$ cat config.mk
export PLATFORM = sky130hd
export DESIGN_NAME = seg7_scan_decoder
export DESIGN_NICKNAME = d
export VERILOG_FILES = /design/src/rtl/seg7_pkg.sv /design/src/rtl/seg7_to_hex.sv /design/src/rtl/seg7_scan_decoder.sv
export SDC_FILE = /design/constraint.sdc
export NUM_CORES = 1
export LEC_CHECK = 0
export ABC_AREA = 1
export CORE_ASPECT_RATIO = 1.2
export CORE_MARGIN = 4
export CORE_UTILIZATION = 40
export CTS_CLUSTER_DIAMETER = 200
export DETAILED_ROUTE_END_ITERATION = 7
export HOLD_SLACK_MARGIN = 0.02
export SKIP_CTS_REPAIR_TIMING = 1
export SYNTH_ARGS = -nofsm -noshare
export SYNTH_HDL_FRONTEND = slang
export SYNTH_HIERARCHICAL = 1
export SYNTH_SLANG_ARGS = --single-unit
$ cat constraint.sdc
create_clock -name clock -period 2.4 [get_ports clock]
set_input_delay 0.36 -clock clock [delete_from_list [all_inputs] [get_ports clock]]
set_output_delay 0.36 -clock clock [all_outputs]
set_load 0.05 [all_outputs]
$ cat src/rtl/seg7_pkg.sv
// Shared seven-segment definitions: scan FSM states, blank pattern and the hex
// segment table (bit 0 = top segment, clockwise, then middle).
package seg7_pkg;

  typedef enum logic [1:0] {
    IDLE    = 2'd0,
    SETTLE  = 2'd1,
    CAPTURE = 2'd2,
    HOLD    = 2'd3
  } scan_state_e;

  localparam logic [0:6] SEG_BLANK = 7'b0000000;

  // Entry i is the lit pattern for hex digit i; the encoder uses the same table.
  localparam logic [0:15][0:6] SEG_TABLE = '{
    7'b1111110, 7'b0110000, 7'b1101101, 7'b1111001,
    7'b0110011, 7'b1011011, 7'b1011111, 7'b1110000,
    7'b1111111, 7'b1110011, 7'b1110111, 7'b0011111,
    7'b1001110, 7'b0111101, 7'b1001111, 7'b1000111
  };

endpackage

$ cat src/rtl/seg7_to_hex.sv
// Combinational inverse of the segment table: pattern -> hex value plus
// valid/blank classification.
module seg7_to_hex
  import seg7_pkg::*;
(
  input  logic [0:6] seg,
  output logic [3:0] hex,
  output logic       is_valid,
  output logic       is_blank
);

  always_comb begin
    hex      = 4'h0;
    is_valid = 1'b0;
    for (int i = 0; i < 16; i++) begin
      if (seg == SEG_TABLE[i]) begin
        hex      = 4'(i);
        is_valid = 1'b1;
      end
    end
  end

  assign is_blank = (seg == SEG_BLANK);

endmodule

$ cat src/rtl/seg7_scan_decoder.sv
// Scanned seven-segment display decoder: debounces each strobed digit and
// latches its hex value. Define SEG7_SCAN_TIMEOUT_EN to expire stale digits.
module seg7_scan_decoder
  import seg7_pkg::*;
#(
  parameter int STABLE_CYCLES  = 4,
  parameter int TIMEOUT_CYCLES = 1024
) (
  input  logic        clock,
  input  logic        reset,
  input  logic [0:6]  seg,
  input  logic [3:0]  dig_en,
  input  logic        err_clr,
  output logic [15:0] digits,
  output logic [3:0]  digit_valid,
  output logic        update,
  output logic        pattern_err
);

  scan_state_e     state, state_n;
  logic [7:0]      count, count_n;
  logic [0:6]      s_seg, r_seg;
  logic [3:0]      s_en, r_en;
  logic [3:0][3:0] dig_q;
  logic            onehot, changed, cap_go;
  logic [3:0]      dec_hex;
  logic            dec_valid, dec_blank;

  assign onehot  = (s_en != 4'b0000) && ((s_en & (s_en - 4'd1)) == 4'b0000);
  assign changed = (s_seg != r_seg) || (s_en != r_en);
  assign cap_go  = (state == SETTLE) && (state_n == CAPTURE);
  assign update  = (state == CAPTURE);
  assign digits  = dig_q;

  seg7_to_hex u_dec (
    .seg      (s_seg),
    .hex      (dec_hex),
    .is_valid (dec_valid),
    .is_blank (dec_blank)
  );

  // r_* holds the previous sample; it is frozen while leaving CAPTURE so a
  // change arriving in the capture cycle is still seen by HOLD.
  always_ff @(posedge clock) begin
    if (reset) begin
      state <= IDLE;
      count <= 8'd0;
      s_seg <= '0;
      s_en  <= '0;
      r_seg <= '0;
      r_en  <= '0;
    end else begin
      state <= state_n;
      count <= count_n;
      s_seg <= seg;
      s_en  <= dig_en;
      if (state != CAPTURE) begin
        r_seg <= s_seg;
        r_en  <= s_en;
      end
    end
  end

  always_comb begin
    state_n = state;
    count_n = count;
    case (state)
      IDLE: if (onehot) begin
        state_n = SETTLE;
        count_n = 8'd1;
      end
      SETTLE: begin
        if (!onehot) begin
          state_n = IDLE;
          count_n = 8'd0;
        end else if (changed) begin
          count_n = 8'd1;
        end else begin
          count_n = count + 8'd1;
          if (count + 8'd1 >= 8'(STABLE_CYCLES)) state_n = CAPTURE;
        end
      end
      CAPTURE: state_n = HOLD;
      HOLD: if (changed) begin
        state_n = onehot ? SETTLE : IDLE;
        count_n = onehot ? 8'd1 : 8'd0;
      end
      default: begin
        state_n = IDLE;
        count_n = 8'd0;
      end
    endcase
  end

`ifdef SEG7_SCAN_TIMEOUT_EN
  localparam logic [15:0] TMAX = 16'(TIMEOUT_CYCLES);
  logic [3:0][15:0] tcnt;
`endif

  always_ff @(posedge clock) begin
    if (reset) begin
      dig_q       <= '0;
      digit_valid <= '0;
      pattern_err <= 1'b0;
`ifdef SEG7_SCAN_TIMEOUT_EN
      tcnt        <= '0;
`endif
    end else begin
      // A new error outranks a simultaneous clear.
      if (cap_go && !dec_valid && !dec_blank) pattern_err <= 1'b1;
      else if (err_clr)                       pattern_err <= 1'b0;
      for (int i = 0; i < 4; i++) begin
`ifdef SEG7_SCAN_TIMEOUT_EN
        if (cap_go && s_en[i]) begin
          tcnt[i] <= 16'd0;
        end else if (tcnt[i] != TMAX) begin
          tcnt[i] <= tcnt[i] + 16'd1;
          if (tcnt[i] == TMAX - 16'd1) digit_valid[i] <= 1'b0;
        end
`endif
        if (cap_go && s_en[i]) begin
          if (dec_valid) begin
            dig_q[i]       <= dec_hex;
            digit_valid[i] <= 1'b1;
          end else if (dec_blank) begin
            dig_q[i]       <= 4'h0;
            digit_valid[i] <= 1'b0;
          end else begin
            digit_valid[i] <= 1'b0;
          end
        end
      end
    end
  end

endmodule

* Yosys cells after proc, flatten, opt, wreduce, memory -nomap -nowiden
Cells that the tools add are included.
** Word-level totals
- Logic and storage cells :: 116
- Bits of input ports :: 14
- Flip-flop bits (word level) :: 53
- Output and inout bits :: 22
** Cells by class
- $add $sub $neg :: 2
- Magnitude comparators :: 1
- Reduce and logical (&&, ||, !) cells :: 23
- Mux-type cells :: 49
- Bitwise gates (word level) :: 1
- Equal/unequal tests :: 25
** Operator list (number)
- 7-bit == test (second input constant) :: 12
- 4-bit two-way mux :: 10
- 8-bit two-way mux :: 4
- 8-bit one-hot mux with 3 select lines :: 1
- 1-bit two-way mux :: 22
- 7-bit by 6-bit == test with 1-bit output (second input constant) :: 3
- 2-bit two-way mux :: 7
- 3-bit two-way mux :: 4
- 8-bit by 1-bit adder with 8-bit output (second input constant) :: 1
- 8-bit by 3-bit greater-or-equal comparator with 1-bit output (second input constant) :: 1
- 1-bit logical AND :: 8
- 2-bit one-hot mux with 4 select lines :: 1
- 2-bit AND reduction :: 4
- 7-bit by 5-bit == test with 1-bit output (second input constant) :: 1
- 7-bit logical NOT :: 1
- 7-bit != test :: 1
- 2-bit == test (second input constant) :: 3
- 2-bit != test (second input constant) :: 3
- 4-bit bitwise AND :: 1
- 4-bit logical NOT :: 1
- 4-bit != test :: 1
- 2-bit nonzero test :: 2
- 4-bit nonzero test :: 1
- 4-bit by 1-bit subtractor with 4-bit output (second input constant) :: 1
- 6 further kinds :: 7

* Depth between registers and ports, before layout
- Word-level depth :: 21
- Gate-level depth with buffers :: 15
- Depth with buffers taken out :: 14

* Cells and area by module
Netlist, hierarchy kept.
** By module, submodules not included
- seg7_scan_decoder :: sequential area each 1061.0 µm², area an instance 2468.6 µm², cells an instance 349, instances 1
- seg7_to_hex :: sequential area each 0.0 µm², area an instance 300.3 µm², cells an instance 66, instances 1

* Worst setup path before layout
No wires, ideal clock.
- Path kind :: reg2reg
- Start point :: reg s_seg[5] (netlist name)
- End point :: reg dig_q, in the netlist digits[0]
- Clock period less this slack :: 1.845 ns
- Library setup time :: 0.132 ns
- Buffers on the path :: 1
- Required time :: 2.268 ns
- Stages on the path, launching flop included :: 15
- Path slack :: 0.555 ns
- Arrival :: 1.713 ns
- Cell sequence :: dfxtp_1 -> nand2_1 -> inv_1 -> nand2_1 -> nor3_1 -> nor2_1 -> nand2_1 -> nor2_1 -> nand2_1 -> clkbuf_1 -> nor2_1 -> inv_1 -> nand3_1 -> nand2_1 -> a21oi_1
** Between the ends
- Longest elaborated chain between the ends :: 19
** RTL lines
- start: declaration :: RTL line seg7_scan_decoder.sv:22 : logic [0:6] s_seg, r_seg;
- start signal: assignment :: RTL line seg7_scan_decoder.sv:55 : s_seg <= seg;
- 7-bit == test :: RTL line seg7_to_hex.sv:16 : if (seg == SEG_TABLE[i]) begin
- 1-bit two-way mux (15 in series) :: RTL line seg7_to_hex.sv:16
- 1-bit two-way mux (*) :: RTL line seg7_to_hex.sv:16
- named net dec_valid :: RTL line seg7_scan_decoder.sv:27 : logic dec_valid, dec_blank;
- 2-bit nonzero test (no source line)
- 2-bit AND reduction (no source line)
- end signal: indexed assignment :: RTL line seg7_scan_decoder.sv:123 : dig_q[i] <= dec_hex;
- end: declaration :: RTL line seg7_scan_decoder.sv:24 : logic [3:0][3:0] dig_q;
Mark *: on every way through the listed nets, which the timed path passes. The rest lies on a longest branch.
A chain may end at the register's enable or synchronous reset.

* Final worst setup path
- Start point :: reg s_seg[5] (netlist name)
- End point :: reg dig_q, in the netlist digits[1]
Same word-level chain as after synthesis.

==> metrics.cfg <==
[sta]
relSlewSlack_pct = 66.2
timing.final.crit_share_pct = 88.2
setup_tns_ns = 0
fin_skew_ns = 0.00921
worst_slew_pin_slew_ns = 0.505
rsz0062_at_grt = false
hold_viol = 0
finalCriticalPeriod_ns = 2.12
fmax_mhz = 472
setup_viol = 0
slew_viol_final = 0

[cts]
insertion_delay_ns = 0.30
cts_buffers = 5
clk_pin_slew_ns = 0.09
cts.sinks = 53
max-clock-path-buffers = 2
cts_root_buf = clkbuf_8
cts_max_level = 2
cts_tree = built

[cells_and_area]
final_cells = 531
drive_above_1_share_pct = 8.97
final_common_cell = nand2_1
fin_nets = 461
antenna_cells = 0
area_growth_pct = 17.3
layout_common_cells = nand2_1, nor2_1, inv_1, dfxtp_1, nand3_1

[power_and_ir_drop]
combPwrFrac_pct = 9.7
cell_internal_pwr_uw = 1280
p_sw_uw = 421
seq_power_share_pct = 55.3
p_sw_share_pct = 24.7
max-vdd-ir-drop_mv = 0.208
p_leak_uw = 0.00139
clkPwrFrac_pct = 34.9
power.density_nw_per_um2 = 525

[critical_path]
r2r_start = s_seg[5]$_SDFF_PP0_
worstRegToRegCells = 13
endpoint_kind = register
crit_path_start = s_seg[5]$_SDFF_PP0_
critPathMaxStageDelay_ns = 0.45
cp-endpoint = digits[1]$_SDFFE_PP0P_
startpoint_type = register
rrSetupSlack_ns = 0.28
cp_max_fo = 9
required_ns = 2.59
reg2reg_to = digits[1]$_SDFFE_PP0P_
cpMaxStageDelayCell = dfxtp_1
critPathKind = reg -> reg
path_cells = nand2_1, inv_1, nand2_1, nor3_1, nor2_1, nand2_1, nor2_1, nand2_1, nor2_1, inv_1, nand3_1, nand2_1, a21oi_1
critical_path_arrival_ns = 2.30
path_common_cell = nand2_1

[global_route]
grt_pass1_wl_mm = 9.72
globalRouteMet3Util_pct = 2.73
met1_usage_pct = 17.7
global_route.overflow_total = 0
grt_max_degree = 37
first_global_vias = 2217
antenna_found_initial = 0
use_met2_pct = 24.2
busiest_layer = met2
grt_use_total_pct = 14.1

[routing]
wl_per_cell_um = 10.9
ant_nets = 0
first_pass_iters = 4
routed_via_density = 4.76
wl_mm = 5.79
drt_iter0_drc = 123
via_count = 2526
drc_errors = 0

[synth]
ys_seq_area_share_pct = 38.3
synth_nets = 431
syn-cell-area_um2 = 2770
syn_avg_cell_area_um2 = 6.67
synth_warnings = 6
synth_cell_types = 28
synth_seq_cells = 53
syn_inst = 415

[die]
io_pins = 36
die_w_um = 84.0
coreArea_um2 = 6570
dieArea_um2 = 8320
start_util_pct = 42.2
rows = 32
fp.dieH_um = 99.1

[place]
place_inst = 523
portBuffers = 35
dp_hpwl_mm = 4.43
place_congestion = 0.838

[hold_path]
hp-class = reg -> reg

[run]
maxCapViolations = 0

[run_status]
status = completed

==> layout make-up <==
cell class              count  area (um2)
fillers                   685        3320
multi-input cells         284        1350
flip-flops and latches     53        1060
repair buffers             39         378
inverters                  62         238
well taps                  85         106
clock buffers               6        72.6
clock inverters             2        38.8
==> routing by layer <==
metal  vias to the layer above  wire length, um
met2                        59             2800
met4                         0               93
met5                         -                0
li1                       1353                -
met1                      1104             2620
met3                        10              281
==> cells by family (layout without fill, tap and decap cells) <==
| group | after synthesis | in the layout | share of synthesized area, % |
|---|---|---|---|
| adders and majority gates | 2 | 2 | 0.904 |
| DFF | 53 | 53 | 38.3 |
| buffers and inverters | 78 | 109 | 12.9 |
| and+or+nand+nor | 221 | 221 | 35.8 |
| xor gates and xnor gates | 7 | 7 | 2.21 |
| AOI/OAI and AO/OA | 54 | 54 | 9.85 |
==> how the worst min path moves through the flow <==
stage	to	cells past startpoint	from	slack [ns]
2_1_floorplan	r_seg[0]$_SDFFE_PP0N_	2	r_seg[0]$_SDFFE_PP0N_	0.44
6_report	digits[15]$_SDFFE_PP0P_	2	digits[15]$_SDFFE_PP0P_	0.47
3_3_place_gp	digits[12]$_SDFFE_PP0P_	2	digits[12]$_SDFFE_PP0P_	0.45
5_1_grt	pattern_err$_SDFFE_PP0P_	2	pattern_err$_SDFFE_PP0P_	0.49
4_1_cts	digits[0]$_SDFFE_PP0P_	2	digits[0]$_SDFFE_PP0P_	0.47
3_5_place_dp	digits[0]$_SDFFE_PP0P_	2	digits[0]$_SDFFE_PP0P_	0.46
==> critical path, delay by kind of cell, from the launching register on <==
kind                   cells  cell delay, ns
AO/OA/AOI/OAI              1            0.06
buffers and inverters      2            0.26
AND/OR/NAND/NOR           10            1.24
flip-flops                 1            0.45
==> per-stage QoR <==
step / total power [uW] / util (%) / area [um2] / hold WS (ns) / worst slack (ns)
after floorplan: 1090 / - / 2770 / 0.444 / 0.555
after global placement: 1130 / 47.7 / 3130 / 0.448 / 0.228
after detailed placement: 1130 / 47.7 / 3130 / 0.456 / 0.227
after CTS: 1740 / 49.4 / 3240 / 0.471 / 0.210
after global routing: 1790 / 49.5 / 3250 / 0.489 / 0.0404
final: 1700 / 49.5 / 3250 / 0.467 / 0.283
==> sequential cells by signal (all words and copies together), names as in the netlist <==
register     count
state            2
s_en             4
s_seg            7
r_seg            7
count            8
digits          16
r_en             4
pattern_err      1
digit_valid      4
==> synth_stat cells <==
| cell type | number | area share (%) |
|---|---|---|
| and2_1 | 1 | 0.23 |
| nor2_1 | 56 | 7.6 |
| o21ai_1 | 2 | 0.36 |
| o21a_1 | 1 | 0.27 |
| nand3b_1 | 1 | 0.27 |
| nand2_1 | 93 | 13 |
| clkinv_4 | 1 | 0.32 |
| inv_2 | 7 | 0.95 |
| nand4_1 | 7 | 1.6 |
| nand3_2 | 1 | 0.36 |
| nand3b_2 | 1 | 0.41 |
| nand2_2 | 8 | 1.8 |
| nand3_1 | 38 | 6.9 |
| dfxtp_1 | 53 | 38 |
| o21ai_0 | 15 | 2.7 |
| buf_6 | 7 | 2.8 |
| nor4_1 | 2 | 0.45 |
| buf_4 | 2 | 0.54 |
| nor2_2 | 4 | 0.90 |
| nand4_4 | 1 | 0.77 |
| a21oi_1 | 36 | 6.5 |
| ha_1 | 2 | 0.90 |
| clkbuf_1 | 7 | 0.95 |
| nor3_1 | 5 | 0.90 |
| inv_1 | 54 | 7.3 |
| nor2_4 | 2 | 0.81 |
| or2_1 | 1 | 0.23 |
| xnor2_1 | 7 | 2.2 |
==> power by group through the flow <==
stage / combinational [uW] / sequential [uW] / clock, uW
after CTS: 169 / 943 / 625
after global routing: 189 / 950 / 655
final: 166 / 943 / 596
after detailed placement: 168 / 963 / 0
after global placement: 166 / 962 / 0
after floorplan: 144 / 943 / 0
(Power assumes the default switching activity.)
